==> src/rtl/ecg_beat_ctrl.sv <==
// ecg_beat_ctrl
// ---------------------------------------------------------------------------
// Sequencer and output scheduler for the ECG QRS measurement datapath.
//
// Controls the sample stream into the datapath:
//   * The datapath is held in reset while disabled or flushing.
//   * Once running, it is fed one enable per sample.
//
// Beat processing:
//   * A learn/track/refractory state machine runs on detected R peaks.
//   * One beat record (RR interval, QRS width, plausibility flags) is
//     emitted per accepted beat.
//
// Ports
//   clk         in   system clock
//   rst         in   synchronous, active-low reset
//   enable      in   level: 1 = run, 0 = stop (next state IDLE)
//   s_valid     in   one-cycle strobe per ECG sample
//   r_peak      in   R-peak pulse, honoured only with s_valid
//   qrs_w       in   current QRS width from the datapath
//   dp_ce       out  datapath sample enable (= s_valid while running)
//   dp_rst      out  active-high datapath reset (IDLE / FLUSH)
//   beat_valid  out  beat record available
//   beat_ready  in   consumer accepts the record
//   beat_rr     out  RR interval in samples
//   beat_qrs    out  QRS width captured at the peak
//   beat_flags  out  [0] short (rr < RR_MIN), [1] long (rr > RR_MAX or saturated)
//   drop_cnt    out  saturating count of records discarded under backpressure
//   rr_avg      out  mean of the last 8 emitted RR values (0 without RR_AVG_EN)
//   state       out  FSM state code: IDLE=0 FLUSH=1 LEARN=2 TRACK=3 REFRACT=4
//
// Optional feature
//   RR_AVG_EN   when defined, an 8-entry RR history drives rr_avg.
//               Otherwise, rr_avg is tied to 0.
//
// Handshake
//   The record transfers at a clock edge where beat_valid=1 and beat_ready=1.
//   beat_valid only falls after a transfer (or on reset).
//   Fields stay stable while beat_valid=1.
//   An emit that finds the register full, with no transfer in the same
//   cycle, is dropped and counted in drop_cnt.
//   An emit coinciding with a transfer replaces the outgoing record.
// ---------------------------------------------------------------------------
module ecg_beat_ctrl #(
  parameter int CNT_W       = 16,
  parameter int LEARN_BEATS = 2,
  parameter int REFRACT     = 50,
  parameter int RR_MIN      = 60,
  parameter int RR_MAX      = 500,
  parameter int FLUSH_CYC   = 4
) (
  input  logic             clk,
  input  logic             rst,
  input  logic             enable,
  input  logic             s_valid,
  input  logic             r_peak,
  input  logic [CNT_W-1:0] qrs_w,
  output logic             dp_ce,
  output logic             dp_rst,
  output logic             beat_valid,
  input  logic             beat_ready,
  output logic [CNT_W-1:0] beat_rr,
  output logic [CNT_W-1:0] beat_qrs,
  output logic [1:0]       beat_flags,
  output logic [7:0]       drop_cnt,
  output logic [CNT_W-1:0] rr_avg,
  output logic [2:0]       state
);

  // -------------------------------------------------------------------------
  // Local constants
  // -------------------------------------------------------------------------
  localparam int FL_W = (FLUSH_CYC   > 1) ? $clog2(FLUSH_CYC + 1)   : 1;
  localparam int RF_W = (REFRACT     > 1) ? $clog2(REFRACT + 1)     : 1;
  localparam int PK_W = (LEARN_BEATS > 1) ? $clog2(LEARN_BEATS + 1) : 1;

  localparam logic [FL_W-1:0]  FLUSH_LAST = FL_W'(FLUSH_CYC - 1);
  localparam logic [RF_W-1:0]  REF_LAST   = RF_W'(REFRACT - 1);
  localparam logic [PK_W-1:0]  LEARN_LAST = PK_W'(LEARN_BEATS - 1);
  localparam logic [CNT_W-1:0] CNT_MAX    = '1;
  localparam logic [CNT_W-1:0] RR_MIN_C   = CNT_W'(RR_MIN);
  localparam logic [CNT_W-1:0] RR_MAX_C   = CNT_W'(RR_MAX);

  typedef enum logic [2:0] {
    ST_IDLE    = 3'd0,
    ST_FLUSH   = 3'd1,
    ST_LEARN   = 3'd2,
    ST_TRACK   = 3'd3,
    ST_REFRACT = 3'd4
  } state_t;

  // -------------------------------------------------------------------------
  // Signals
  // -------------------------------------------------------------------------
  state_t           cur_st;
  state_t           nxt_st;

  logic [FL_W-1:0]  flush_cnt;
  logic [RF_W-1:0]  ref_cnt;
  logic [PK_W-1:0]  peak_cnt;
  logic [CNT_W-1:0] rr_cnt;

  logic             running;
  logic             accept;
  logic             emit;
  logic             rr_sat;
  logic [CNT_W-1:0] rr_val;
  logic             flag_short;
  logic             flag_long;

  assign state = cur_st;

  // -------------------------------------------------------------------------
  // Peak qualification and RR arithmetic
  // -------------------------------------------------------------------------
  assign running = (cur_st == ST_LEARN) || (cur_st == ST_TRACK) ||
                   (cur_st == ST_REFRACT);

  // Peaks count only in LEARN and TRACK; REFRACT ignores them entirely.
  assign accept = s_valid && r_peak &&
                  ((cur_st == ST_LEARN) || (cur_st == ST_TRACK));
  assign emit   = accept && (cur_st == ST_TRACK);

  // rr includes the peak sample itself, so it is counter+1.
  // A saturated counter also pins rr at its maximum and is reported as long.
  assign rr_sat     = (rr_cnt == CNT_MAX);
  assign rr_val     = rr_sat ? CNT_MAX : rr_cnt + 1'b1;
  assign flag_short = (rr_val < RR_MIN_C);
  assign flag_long  = (rr_val > RR_MAX_C) || rr_sat;

  // -------------------------------------------------------------------------
  // FSM: next state and datapath controls
  // -------------------------------------------------------------------------
  always_comb begin
    nxt_st = cur_st;
    case (cur_st)
      ST_IDLE: begin
        if (enable) nxt_st = ST_FLUSH;
      end
      ST_FLUSH: begin
        if (flush_cnt == FLUSH_LAST) nxt_st = ST_LEARN;
      end
      ST_LEARN: begin
        if (accept && (peak_cnt == LEARN_LAST)) nxt_st = ST_TRACK;
      end
      ST_TRACK: begin
        if (accept) nxt_st = ST_REFRACT;
      end
      ST_REFRACT: begin
        if (s_valid && (ref_cnt == REF_LAST)) nxt_st = ST_TRACK;
      end
      default: nxt_st = ST_IDLE;
    endcase
    // Disable wins from every state.
    if (!enable) nxt_st = ST_IDLE;
  end

  always_comb begin
    dp_rst = 1'b1;
    dp_ce  = 1'b0;
    if (running) begin
      dp_rst = 1'b0;
      dp_ce  = s_valid;
    end
  end

  // -------------------------------------------------------------------------
  // FSM state register and sequencing counters
  // -------------------------------------------------------------------------
  always_ff @(posedge clk) begin
    if (!rst) begin
      cur_st    <= ST_IDLE;
      flush_cnt <= '0;
      ref_cnt   <= '0;
      peak_cnt  <= '0;
      rr_cnt    <= '0;
    end else begin
      cur_st <= nxt_st;

      if (running) begin
        flush_cnt <= '0;

        // RR counter runs through REFRACT too.
        // Only an accepted peak restarts it.
        if (s_valid) begin
          if (accept) begin
            rr_cnt <= '0;
          end else if (!rr_sat) begin
            rr_cnt <= rr_cnt + 1'b1;
          end
        end

        if (accept && (cur_st == ST_LEARN)) begin
          peak_cnt <= peak_cnt + 1'b1;
        end

        if (emit) begin
          ref_cnt <= '0;
        end else if ((cur_st == ST_REFRACT) && s_valid) begin
          ref_cnt <= ref_cnt + 1'b1;
        end
      end else begin
        // IDLE and FLUSH: everything but the flush timer sits at zero.
        rr_cnt    <= '0;
        peak_cnt  <= '0;
        ref_cnt   <= '0;
        flush_cnt <= (cur_st == ST_FLUSH) ? flush_cnt + 1'b1 : '0;
      end
    end
  end

  // -------------------------------------------------------------------------
  // One-deep beat output register
  // -------------------------------------------------------------------------
  always_ff @(posedge clk) begin
    if (!rst) begin
      beat_valid <= 1'b0;
      beat_rr    <= '0;
      beat_qrs   <= '0;
      beat_flags <= '0;
      drop_cnt   <= '0;
    end else if (emit) begin
      if (beat_valid && !beat_ready) begin
        if (drop_cnt != 8'hFF) drop_cnt <= drop_cnt + 8'd1;
      end else begin
        beat_valid <= 1'b1;
        beat_rr    <= rr_val;
        beat_qrs   <= qrs_w;
        beat_flags <= {flag_long, flag_short};
      end
    end else if (beat_valid && beat_ready) begin
      beat_valid <= 1'b0;
    end
  end

  // -------------------------------------------------------------------------
  // RR running mean
  // -------------------------------------------------------------------------
`ifdef RR_AVG_EN
  logic [CNT_W-1:0] rr_hist [8];
  logic [CNT_W+2:0] rr_sum;

  // History advances on every emit, including records later dropped by
  // the output register, so the mean tracks the rhythm, not the consumer.
  always_ff @(posedge clk) begin
    if (!rst || (cur_st == ST_FLUSH)) begin
      for (int i = 0; i < 8; i++) rr_hist[i] <= '0;
    end else if (emit) begin
      rr_hist[0] <= rr_val;
      for (int i = 1; i < 8; i++) rr_hist[i] <= rr_hist[i-1];
    end
  end

  always_comb begin
    rr_sum = '0;
    for (int i = 0; i < 8; i++) begin
      rr_sum = rr_sum + {3'b000, rr_hist[i]};
    end
  end

  assign rr_avg = rr_sum[CNT_W+2:3];
`else
  assign rr_avg = '0;
`endif

endmodule

==> config.mk <==
export PLATFORM = sky130hd
export DESIGN_NAME = ecg_beat_ctrl
export DESIGN_NICKNAME = d
export VERILOG_FILES = /design/src/rtl/ecg_beat_ctrl.sv
export SDC_FILE = /design/constraint.sdc
export NUM_CORES = 1
export LEC_CHECK = 0
export BUFFER_PORTS_ARGS = -buffer_cell sky130_fd_sc_hd__buf_2
export CORE_ASPECT_RATIO = 1.25
export CORE_MARGIN = 2
export CORE_UTILIZATION = 30
export DETAILED_ROUTE_END_ITERATION = 7
export PLACE_DENSITY = 0.47
export SLEW_MARGIN = 10
export SYNTH_ARGS = -nofsm -noshare
export SYNTH_HDL_FRONTEND = slang
export SYNTH_SLANG_ARGS = --single-unit
==> constraint.sdc <==
create_clock -name clk -period 2.2 [get_ports clk]
set_input_delay 0.22 -clock clk [delete_from_list [all_inputs] [get_ports clk]]
set_output_delay 0.22 -clock clk [all_outputs]
set_load 0.01 [all_outputs]
-- Yosys cells after proc, flatten, opt, wreduce, memory -nomap -nowiden
Index checks and enable logic that the tools add are counted.
- output and inout port bits: 64
- word-level logic and storage cells: 73
- input bits: 22
- register bits: 73
- bitwise operators: 4
- equal/unequal tests: 15
- $add $sub $neg: 5
- magnitude comparators: 2
- reductions and logical operators: 24
- muxes and demuxes: 13
- operators with widths (kind ; count):
    $mux 16 ; 3
    $add 16x1->16 const B ; 1
    $eq 16x16->1 const B ; 1
    $gt 16x9->1 const B ; 1
    $lt 16x6->1 const B ; 1
    $pmux 3 s5 ; 1
    $mux 3 ; 4
    $reduce_and 2->1 ; 5
    $eq 3x2->1 const B ; 3
    $logic_and 1x1->1 ; 9
    $add 8x1->8 const B ; 1
    $ne 2x2->1 const B ; 4
    $ne 8x8->1 const B ; 1
    $add 6x1->6 const B ; 1
    $eq 6x6->1 const B ; 1
    $reduce_or 3->1 ; 2
    $mux 1 ; 5
    $ne 2x1->1 const B ; 2
    $not 1->1 ; 4
    $reduce_and 4->1 ; 1
    $add 3x1->3 const B ; 1
    $eq 3x1->1 const B ; 1
    $eq 3x3->1 const B ; 1
    $logic_not 3->1 ; 1
    6 further kinds ; 8

-- Logic depth before layout (Yosys ltp)
- word-level depth: 6
- depth in mapped cells: 9
- gate-level depth less buffers: 7

-- Worst setup path after synthesis
OpenSTA, ideal clock, no wires.
- path type: register -> register
- start: register rr_cnt[1]
- end: register rr_cnt[12]
- cell stages (with the launch flop): 9
- setup slack: 0.266 ns
- data arrival time: 1.855 ns
- period minus slack after synthesis: 1.934 ns
- required time: 2.121 ns
- path buffers: 2
- setup time: 0.079 ns
- path through: dfxtp_1 -> ha_1 -> buf_4 -> nand3_2 -> nor4_4 -> a21bo_4 -> buf_6 -> a21oi_2 -> a211oi_2
- cells in the longest elaborated chain, start to end: 3
- elaborated cells on any way between the ends: 6
- those cells by class: add/sub (1); eq/ne (2); mux (2); reduce/logical (1)
- RTL lines (item ; line ; RTL):
    start, declared ; 101 ; logic [CNT_W-1:0] rr_cnt;
    start signal, assigned ; 189 ; rr_cnt <= rr_cnt + 1'b1;
    $add 16x1->16 / $eq 16x16->1 (equally long branches) ; 189, 126 ;
    $mux 16 / $ne 2x2->1 (equally long branches) ; n/a ;
    $mux 16 / $reduce_and 2->1 (equally long branches) ; n/a ;
Several ways; a longest one is shown, not always the timed one. The select of a mux whose other input is x is not followed.
A chain may end at the register's enable or synchronous reset.

-- Final worst setup path
- start: register rr_cnt[0]
- end: register rr_cnt[2]
Same word-level chain as after synthesis.

==> summary.txt <==
WP data required -> 2.44 ns
Adder-Cell Fraction of Synth Area -> 2.37%
Comb pwr share -> 3.9%
Tightest Pin Transition -> 0.764 ns
Num CTS Buffers -> 9
R2R Path Start -> rr_cnt[0]$_SDFFE_PN0P_
Synth area leaders -> dfxtp_1, nand2_1, a21oi_1
Crit-path max FO -> 17
Routed vias/inst -> 4.85
Status -> finished clean
Worst skew pair latency -> 0.34 ns
Max cap viols -> 0
Initial antenna violation count -> 0
Total Routing Usage GR -> 14.6%
Unrepaired setup endpoints after global routing -> no
Hold Buf Count CTS -> 0
Min-Delay Path Class -> in2reg
Setup TNS Final -> 0 ns
Max clock buf depth -> 2
Syn avg cell area -> 8.44 um2
Largest net degree at the start of global routing -> 41
Post-synth top cells -> dfxtp_1, nand2_1, nor2_1
Die area -> 13,200 um2
Pwr dens -> 645 nW/um2
XOR/XNOR Fraction of Synth Area -> 6.40%
Slew margin rel. -> 49.0%
Final Hold Vio Count -> 0
I/O Pins -> 86
Most common cell in the netlist -> dfxtp_1
DRC viols -> 0
Detailed placement HPWL -> 6870 um
WS Path Type -> reg2reg
Clock Pin Slew Worst Setup and Hold Paths -> 0.06 ns
Nets -> 534
Main combinational cell family by area after synthesis -> simple AND/OR/NAND/NOR gates
Cells after Synth -> 438
Asr flop ratio synth -> 0%
Yosys warns -> 0
IO Port Bufs -> 69
Min-delay src -> qrs_w[5]
CP arrival -> 2.16 ns
Routed Antenna Nets -> 0
Routability cong. -> 0.812
Int Power -> 2.24 mW
Crit. End Element -> flip-flop
Sw power -> 628 uW
Sequential Power Share -> 46.5%
Hold Path Sink -> beat_qrs[5]$_SDFFE_PN0P_
Period utilization -> 86.9%
Fillers -> 1,272
Hold Crit Depth -> 3
Slew Viols, Final -> 0
Final WL -> 9260 um
Top cell type's share of synthesized area -> 39.5%
H-Tree Depth -> 3
Grt ovf -> 0
Main synth FF type -> dfxtp_1
Die Wd -> 103 um
Fmax achieved -> 523 MHz
Vias -> 3,272
P&R area growth vs syn -> 20.4%
Post-CTS resize count -> 0
Flops & latches, synth -> 73
Avg WL per Cell -> 13.7 um
CTS tree -> done
Simple-gate share of the synthesized area -> 25.3%
Clock power share -> 49.7%
Seq/Total Area, Yosys -> 39.5%
Peak supply drop -> 0.000302 V
Startpoint types -> flip-flop
Yosys cell types -> 56
Root Buffer -> clkbuf_16
Compound-Gate Fraction of Synth Area -> 16.7%
# diodes -> 0
Vias in the first global route -> 2,997
Chip height -> 128 um
CORE AREA -> 12,100 um2
Mapped cell area -> 3700 um2
Critical Path Start -> rr_cnt[0]$_SDFFE_PN0P_
Worst R2R Path Depth -> 6
Post-synth EDFFs -> 0
R2r setup slk -> 0.29 ns
Clk sink count -> 73
Minimum clock period -> 1.91 ns
LEAKAGE -> 1.79 nW
Final worst slack -> 0.288 ns
Register Area -> 1460 um2
Area of the multi-input gates -> 1980 um2
Post-CTS Setup Bufs -> 0
Setup violators final -> 0
FF-to-FF End -> rr_cnt[2]$_SDFFE_PN0P_
1st-iter DRT viols -> 144
Dpl ws -> 0.305 ns
Mux share of post-synthesis cell area -> 1.08%
Rows -> 45
Yosys top cell by area -> dfxtp_1
Initial Util -> 30.5%
Fin Clk Skew -> 0.00571 ns
Share of post-route cells with drive strength above 1 -> 23.3%
Initial DRT Pass Iterations -> 4
First-pass GRT wire length -> 15,100 um
Switching Share -> 21.9%
-- flip-flops by register name, indices dropped and copies added, names as in the netlist --
signal / cells
beat_flags: 2
beat_qrs: 16
beat_rr: 16
beat_valid: 1
drop_cnt: 8
flush_cnt: 3
peak_cnt: 2
ref_cnt: 6
rr_cnt: 16
state: 3
-- cells by family after synthesis --
kind of cell	count (synthesis)
xor+xnor	27
fa+ha+maj	7
compound gates	98
flops	73
simple gates	176
mux	4
buf+inv	52
other cells	1
-- how the worst max path moves through the flow --
stage / slack, ns / to
floorplan: 0.27 / rr_cnt[12]$_SDFFE_PN0P_
global placement: 0.31 / rr_cnt[8]$_SDFFE_PN0P_
detailed placement: 0.31 / rr_cnt[2]$_SDFFE_PN0P_
CTS: 0.29 / rr_cnt[2]$_SDFFE_PN0P_
global route: 0.07 / rr_cnt[2]$_SDFFE_PN0P_
finish: 0.29 / rr_cnt[2]$_SDFFE_PN0P_
-- area by class of cell --
class,count,share of cell area [%]
Clock buffer,11,5.23
Multi-Input combinational cell,328,44.5
Inverter,6,0.506
Timing Repair Buffer,87,11.1
Sequential cell,73,32.8
Clock inverter,5,1.26
Tap cell,164,4.61
-- layer usage --
layer | global-route usage (%) | vias to the layer above | part of all wire (%)
li1 | - | 1653 | -
met1 | 19.4 | 1538 | 47
met2 | 23.3 | 69 | 47
met3 | 2.89 | 12 | 3.9
met4 | 5.34 | 0 | 1.7
met5 | 0 | - | 0
-- layout by cell type, fill, tap and decap left out, types with 5 or more instances in the layout --
master	instances
nand2b_1	5
ha_1	7
a21oi_1	37
a211oi_1	7
nor3_1	15
a2bb2oi_1	6
nand2_1	55
buf_2	69
and3_1	5
nor2_1	41
buf_4	17
clkbuf_16	9
nand4_1	8
xor2_1	7
xnor2_1	20
inv_1	6
nand3_1	13
a31oi_1	10
conb_1	16
o21ai_0	18
dfxtp_1	73
a22oi_1	5
-- worst max-delay path: stages, from the launching register on --
cell      delay, ns
dfxtp_1        0.31
ha_1           0.23
and3_1         0.23
nand4_4        0.07
and3_1         0.58
a21oi_1        0.15
a211oi_1       0.25
-- stage by stage --
step / area (um2) / cells / utilization (%) / hold WS (ns) / total power, mW
2_1_floorplan: 3750 / 453 / - / 0.356 / 1.46
3_3_place_gp: 4160 / 658 / 34.4 / 0.409 / 1.48
3_5_place_dp: 4160 / 658 / 34.4 / 0.414 / 1.48
4_1_cts: 4450 / 674 / 36.8 / 0.107 / 2.92
5_1_grt: 4450 / 674 / 36.8 / 0.134 / 2.99
6_report: 4450 / 674 / 36.8 / 0.118 / 2.87
-- power groups by stage --
| stage | clock network (mW) | logic (mW) | registers (mW) |
|---|---|---|---|
| global route | 1.53 | 0.125 | 1.33 |
| floorplan | 0 | 0.100 | 1.36 |
| global placement | 0 | 0.114 | 1.36 |
| CTS | 1.48 | 0.113 | 1.33 |
| finish | 1.43 | 0.111 | 1.33 |
| detailed placement | 0 | 0.112 | 1.36 |
No activity file was read; power rests on OpenSTA's default activity.
